<file path="src/rtl/pipe_pkg.sv">
`default_nettype none
// ============================================================================
// Module  : pipe_pkg (package)
// Purpose : Shared definitions for the MEM/WB pipeline stage.
//           - Default data / register-index widths
//           - Zero constants for payload fields
//           - Packed MEM/WB payload width and a helper to compute it
//           - Occupancy encodings
//           - Skid-buffer state encoding: {main_v, skid_v}
// Revision: 1.0 - initial release
// ============================================================================
package pipe_pkg;

    localparam int PIPE_XLEN   = 32;
    localparam int PIPE_REG_AW = 5;

    localparam logic [PIPE_XLEN-1:0]   XLEN_ZERO = '0;
    localparam logic [PIPE_REG_AW-1:0] REG_ZERO  = '0;

    // alu_result + load_data + rd + wb_reg_file + memtoreg
    localparam int MEMWB_PAYLOAD_W = 2*PIPE_XLEN + PIPE_REG_AW + 2;

    localparam logic [1:0] OCC_EMPTY = 2'd0;
    localparam logic [1:0] OCC_ONE   = 2'd1;
    localparam logic [1:0] OCC_FULL  = 2'd2;

    // Bit 1 is the main-entry valid, bit 0 the skid-entry valid, so the
    // handshake outputs can be taken straight from the state register.
    typedef enum logic [1:0] {
        SKID_EMPTY = 2'b00,
        SKID_ONE   = 2'b10,
        SKID_FULL  = 2'b11
    } skid_state_e;

    function automatic int memwb_payload_w(input int xlen, input int reg_aw);
        return 2*xlen + reg_aw + 2;
    endfunction

endpackage : pipe_pkg
`default_nettype wire

</file>
<file path="src/rtl/pipe_skid_buf.sv">
`default_nettype none
// ============================================================================
// Module  : pipe_skid_buf
// Purpose : Generic valid/ready payload buffer with synchronous flush.
//           SKID != 0 : 2-entry skid buffer, registered in_ready (~skid_v).
//           SKID == 0 : single entry, in_ready = ~out_valid | out_ready.
// Ports   : clk, rst (async, active-high), flush
//           in_valid / in_ready / in_data[W]      upstream handshake
//           out_valid / out_ready / out_data[W]   downstream handshake (head)
//           occupancy[2]                          entries currently held
// Revision: 1.0 - initial release
// ============================================================================
module pipe_skid_buf
    import pipe_pkg::*;
#(
    parameter int W    = MEMWB_PAYLOAD_W,
    parameter int SKID = 1
) (
    input  logic         clk,
    input  logic         rst,
    input  logic         flush,
    input  logic         in_valid,
    output logic         in_ready,
    input  logic [W-1:0] in_data,
    output logic         out_valid,
    input  logic         out_ready,
    output logic [W-1:0] out_data,
    output logic [1:0]   occupancy
);

    logic w_push;
    logic w_pop;

    assign w_push = in_valid & in_ready;
    assign w_pop  = out_valid & out_ready;

    if (SKID != 0) begin : g_skid
        skid_state_e  r_state;
        logic [W-1:0] r_main;
        logic [W-1:0] r_skid;

        // Flush wins over accept/pop; the payload registers are left stale
        // since nothing downstream looks at them while out_valid is low.
        always_ff @(posedge clk or posedge rst) begin
            if (rst) begin
                r_state <= SKID_EMPTY;
                r_main  <= '0;
                r_skid  <= '0;
            end else if (flush) begin
                r_state <= SKID_EMPTY;
            end else begin
                case (r_state)
                    SKID_EMPTY: begin
                        if (w_push) begin
                            r_main  <= in_data;
                            r_state <= SKID_ONE;
                        end
                    end
                    SKID_ONE: begin
                        if (w_push && w_pop) begin
                            r_main <= in_data;
                        end else if (w_push) begin
                            r_skid  <= in_data;
                            r_state <= SKID_FULL;
                        end else if (w_pop) begin
                            r_state <= SKID_EMPTY;
                        end
                    end
                    SKID_FULL: begin
                        // in_ready is low here, so only a pop can happen.
                        if (w_pop) begin
                            r_main  <= r_skid;
                            r_state <= SKID_ONE;
                        end
                    end
                    default: r_state <= SKID_EMPTY;
                endcase
            end
        end

        assign out_valid = r_state[1];
        assign in_ready  = ~r_state[0];
        assign out_data  = r_main;
        assign occupancy = (r_state == SKID_FULL) ? OCC_FULL :
                           (r_state == SKID_ONE)  ? OCC_ONE  : OCC_EMPTY;
    end else begin : g_single
        logic         r_valid;
        logic [W-1:0] r_data;

        always_ff @(posedge clk or posedge rst) begin
            if (rst) begin
                r_valid <= 1'b0;
                r_data  <= '0;
            end else if (flush) begin
                r_valid <= 1'b0;
            end else if (w_push) begin
                // Covers both the empty load and the same-cycle pop/reload.
                r_valid <= 1'b1;
                r_data  <= in_data;
            end else if (w_pop) begin
                r_valid <= 1'b0;
            end
        end

        assign out_valid = r_valid;
        assign in_ready  = ~r_valid | out_ready;
        assign out_data  = r_data;
        assign occupancy = r_valid ? OCC_ONE : OCC_EMPTY;
    end

endmodule : pipe_skid_buf
`default_nettype wire

</file>
<file path="src/rtl/mem_wb_pipe_skid.sv">
`default_nettype none
// ============================================================================
// Module  : mem_wb_pipe_skid
// Purpose : MEM/WB pipeline stage with valid/ready handshake, flush and an
//           optional 2-entry skid buffer. Exposes the selected writeback
//           value and a valid-qualified register-file write enable.
// Ports   : clk, rst (async, active-high), flush
//           in_valid/in_ready, alu_result_in, load_data_in, rd_in,
//           wb_reg_file_in, memtoreg_in                    from MEM
//           out_valid/out_ready, alu_result_out, load_data_out, rd_out,
//           wb_reg_file_out, memtoreg_out                  head entry to WB
//           wb_data_out, wb_we_out                         writeback / forwarding
//           occupancy                                      entries held (0..2)
// Revision: 1.0 - initial release
// ============================================================================
module mem_wb_pipe_skid
    import pipe_pkg::*;
#(
    parameter int XLEN   = PIPE_XLEN,
    parameter int REG_AW = PIPE_REG_AW,
    parameter int SKID   = 1
) (
    input  logic              clk,
    input  logic              rst,
    input  logic              flush,
    input  logic              in_valid,
    output logic              in_ready,
    input  logic [XLEN-1:0]   alu_result_in,
    input  logic [XLEN-1:0]   load_data_in,
    input  logic [REG_AW-1:0] rd_in,
    input  logic              wb_reg_file_in,
    input  logic              memtoreg_in,
    output logic              out_valid,
    input  logic              out_ready,
    output logic [XLEN-1:0]   alu_result_out,
    output logic [XLEN-1:0]   load_data_out,
    output logic [REG_AW-1:0] rd_out,
    output logic              wb_reg_file_out,
    output logic              memtoreg_out,
    output logic [XLEN-1:0]   wb_data_out,
    output logic              wb_we_out,
    output logic [1:0]        occupancy
);

    localparam int c_PAYLOAD_W = memwb_payload_w(XLEN, REG_AW);

    logic [c_PAYLOAD_W-1:0] w_in_payload;
    logic [c_PAYLOAD_W-1:0] w_out_payload;

    assign w_in_payload = {alu_result_in, load_data_in, rd_in,
                           wb_reg_file_in, memtoreg_in};

    pipe_skid_buf #(
        .W    (c_PAYLOAD_W),
        .SKID (SKID)
    ) u_buf (
        .clk       (clk),
        .rst       (rst),
        .flush     (flush),
        .in_valid  (in_valid),
        .in_ready  (in_ready),
        .in_data   (w_in_payload),
        .out_valid (out_valid),
        .out_ready (out_ready),
        .out_data  (w_out_payload),
        .occupancy (occupancy)
    );

    assign {alu_result_out, load_data_out, rd_out,
            wb_reg_file_out, memtoreg_out} = w_out_payload;

    assign wb_data_out = memtoreg_out ? load_data_out : alu_result_out;

    // x0 is hard-wired to zero, so writes to it are never reported.
    assign wb_we_out = out_valid & wb_reg_file_out & (rd_out != '0);

endmodule : mem_wb_pipe_skid
`default_nettype wire

</file>
<file path="config.mk">
export PLATFORM = sky130hd
export DESIGN_NAME = mem_wb_pipe_skid
export DESIGN_NICKNAME = d
export VERILOG_FILES = /design/src/rtl/pipe_pkg.sv /design/src/rtl/pipe_skid_buf.sv /design/src/rtl/mem_wb_pipe_skid.sv
export SDC_FILE = /design/constraint.sdc
export NUM_CORES = 1
export LEC_CHECK = 0
export CAP_MARGIN = 20
export CORE_ASPECT_RATIO = 0.5
export CORE_MARGIN = 2
export CORE_UTILIZATION = 29
export CTS_CLUSTER_SIZE = 28
export DETAILED_ROUTE_END_ITERATION = 6
export GPL_ROUTABILITY_DRIVEN = 1
export PLACE_DENSITY = 0.53
export SKIP_CTS_REPAIR_TIMING = 1
export SYNTH_ARGS = -nofsm -noshare
export SYNTH_HDL_FRONTEND = slang
export SYNTH_SLANG_ARGS = --single-unit
</file>
<file path="constraint.sdc">
create_clock -name clk -period 7.77 [get_ports clk]
set_clock_uncertainty 0.1 [all_clocks]
set_input_delay 1.1655 -clock clk [delete_from_list [all_inputs] [get_ports clk]]
set_output_delay 1.1655 -clock clk [all_outputs]
set_load 0.01 [all_outputs]
</file>
==> run summary <==
Hold worst-path end = u_buf.out_data[48]$_DFFE_PP0P_
Die area = 0.0250 mm^2
Dpl ws = 3.74 ns
I/O Buffers = 183
Outcome = finished, violations left
Pwr Density = 399 mW/mm^2
Hold_ws = 0.400 ns
Finish-stage setup viols = 0
Power, Total = 3.76 mW
Residual DRC = 3
Vias per std cell = 4.40
Cell accounting for the most synthesized area = dfrtp_1
Hold path depth = 2
Final setup TNS = 0 ns
Final worst slack = 4.17 ns
Design area = 0.00943 mm^2
Worst reg2reg endpoint = u_buf.out_data[52]$_DFFE_PP0P_
RSZ-0062 raised after global routing = false
Die Span Y = 113 um
Register-to-Register Setup Slack = 4.44 ns
Post-Syn Area = 0.00687 mm^2
Max VDD drop = 139 uV
FF-to-FF path depth = 5
Largest net degree at the start of global routing = 111
Worst-margin pin slew = 1.05 ns
Post-synthesis sequential area ratio = 0.525
Final core occ = 0.409
Post-synthesis sequential element count = 144
TritonCTS clock tree = built
Worst R2R Start = u_buf.g_skid.r_state[1]$_DFFE_PP0P_
Final period util = 0.464
DR vias = 4461
Fin. max-slew vios = 0
Worst-Skew Late Latency = 0.41 ns
Crit Path Class = reg2out
Wire per inst = 16.4 um
Mapped Nets = 605
Core ar. = 0.0230 mm^2
First-pass GRT wire length = 26400 um
Cell Count, Final, Fillers Out = 1014
DP Cell Count = 982
Initial DRC Count = 198
HPWL Detailed = 10800 um
DRT Wirelength = 16600 um
Hold WC Path Type = reg2reg
Top Ports = 184
First-pass DRT Iterations = 7
Worst setup EP type = output pin
Distinct cell type count after synthesis = 24
Starting Density = 0.298
Post-route ant nets = 0
Relative slew slack = 0.297
Initial antenna violation count = 0
TritonCTS buffer count = 17
Synth top area share = 0.525
Area contributors post-synth = dfrtp_1 (52%), mux2_4 (15%), mux2i_1 (11%)
CP arrival = 2.34 ns
N_diodes = 0
Clk buf depth = 2
Nets = 776
Period minus WS final = 3.60 ns
Pleak = 4.05 nW
Crit path max fanout = 34
Syn Area/Cell = 13.1 um^2
Crit path required time = 6.50 ns
Clock tree sinks = 144
Vias in the first global route = 4707
F_max = 277 MHz
Critical path startpoint category = flip-flop
Synthesized instance count = 523
Syn. warnings = 0
Clk slew on worst S/H paths = 0.06 ns
H-Tree Depth = 4
Row cnt = 39
Max cap viols = 0
Fraction of layout cells with a size suffix above 1 = 0.204
Violated checks = DRC
RD Place Congestion = 0.711
Final hold violations = 0
Fill cell count = 2232
Grt total ovfl = 0
Chip Width = 222 um
Area growth, synth to finish = 37.2%
Hold Startpoint = u_buf.out_data[48]$_DFFE_PP0P_
Clock root buffer = clkbuf_16
Dpl cell area = 0.00888 mm^2
GRT Overall Usage = 0.135
worst max-delay path, cell delays in order, from the launching register on:
cell and delay [ns]:
dfrtp_2 1.01, mux2_2 0.41, clkdlybuf4s50_1 0.51
state kept, by name (all words and copies together), names as in the netlist:
name	flops
u_buf.out_data	71
u_buf.g_skid.r_skid	71
u_buf.g_skid.r_state	2
cell type report:
| class | instances | area [um^2] | share of cell area |
|---|---|---|---|
| flip-flops and latches | 144 | 3600 | 0.382 |
| repair buffers | 187 | 1860 | 0.198 |
| clock inverters | 14 | 120 | 0.0127 |
| multi-input cells | 341 | 3010 | 0.319 |
| inverters | 3 | 16.3 | 0.00173 |
| clock buffers | 18 | 429 | 0.0455 |
| well taps | 307 | 384 | 0.0407 |
where the power goes:
part	internal, mW	total [mW]	leakage, nW	switching, mW
logic	1.00	1.58	2.03	0.575
registers	1.12	1.42	1.76	0.299
clock network	0.439	0.766	0.261	0.327
cells in the final DEF (no fill, tap or decap):
master / Yosys / routed
o211ai_4: 0 / 1
inv_1: 3 / 2
a211o_1: 1 / 1
dfrtp_2: 0 / 1
or3_1: 1 / 1
ha_1: 6 / 5
clkinv_4: 0 / 4
bufinv_16: 0 / 1
o21ai_1: 15 / 15
clkdlybuf4s50_1: 0 / 183
clkbuf_1: 8 / 1
nand2_1: 73 / 73
ha_4: 0 / 1
nor2_1: 2 / 2
clkbuf_16: 0 / 17
a221oi_2: 1 / 1
mux2_4: 70 / 70
inv_6: 0 / 1
mux2i_1: 73 / 73
nand2b_1: 2 / 2
o311a_1: 1 / 1
nand3_1: 1 / 1
dfrtp_1: 144 / 143
mux2_2: 33 / 33
o21ai_0: 56 / 56
buf_4: 0 / 4
clkinvlp_4: 0 / 4
clkinv_2: 0 / 5
xor2_1: 1 / 1
nor2b_1: 2 / 2
o2bb2ai_1: 1 / 1
nand4b_4: 1 / 1
logic make-up (layout without fill, tap and decap cells):
group | count (synthesis) | count (layout) | share of synthesized area
DFF | 144 | 144 | 0.525
AOI/OAI and AO/OA | 76 | 76 | 0.0597
muxes | 176 | 176 | 0.313
adders and majority gates | 6 | 6 | 0.0109
and+or+nand+nor | 82 | 82 | 0.0497
xor gates and xnor gates | 1 | 1 | 0.00128
buffers and inverters | 38 | 222 | 0.0403
synth_stat cells, drive strengths merged:
| master | count |
|---|---|
| o211ai | 1 |
| nand4b | 1 |
| mux2i | 73 |
| buf | 27 |
| or3 | 1 |
| nor2b | 2 |
| inv | 3 |
| nor2 | 2 |
| clkbuf | 8 |
| ha | 6 |
| nand3 | 1 |
| o311a | 1 |
| nand2 | 73 |
| o21ai | 71 |
| mux2 | 103 |
| o2bb2ai | 1 |
| dfrtp | 144 |
| a221oi | 1 |
| a211o | 1 |
| xor2 | 1 |
| nand2b | 2 |
worst max-delay path by stage:
stage / end / from / cells past startpoint
after floorplan: u_buf.g_skid.r_skid[0]$_DFFE_PP0P_ / rst / 1
after global placement: u_buf.g_skid.r_skid[10]$_DFFE_PP0P_ / in_valid / 5
after detailed placement: u_buf.out_data[51]$_DFFE_PP0P_ / in_valid / 5
after CTS: wb_data_out[8] / u_buf.out_data[0]$_DFFE_PP0P_ / 2
after global routing: u_buf.out_data[53]$_DFFE_PP0P_ / in_valid / 5
final: wb_data_out[5] / u_buf.out_data[0]$_DFFE_PP0P_ / 2
metal layers:
layer	global-route usage	vias to the layer above	share of wire
met5	0	-	0
met4	0.0383	0	0.013
met3	0.0317	14	0.024
met2	0.225	51	0.49
met1	0.175	2222	0.47
li1	-	2174	-
No activity file was read; power rests on OpenSTA's default activity.
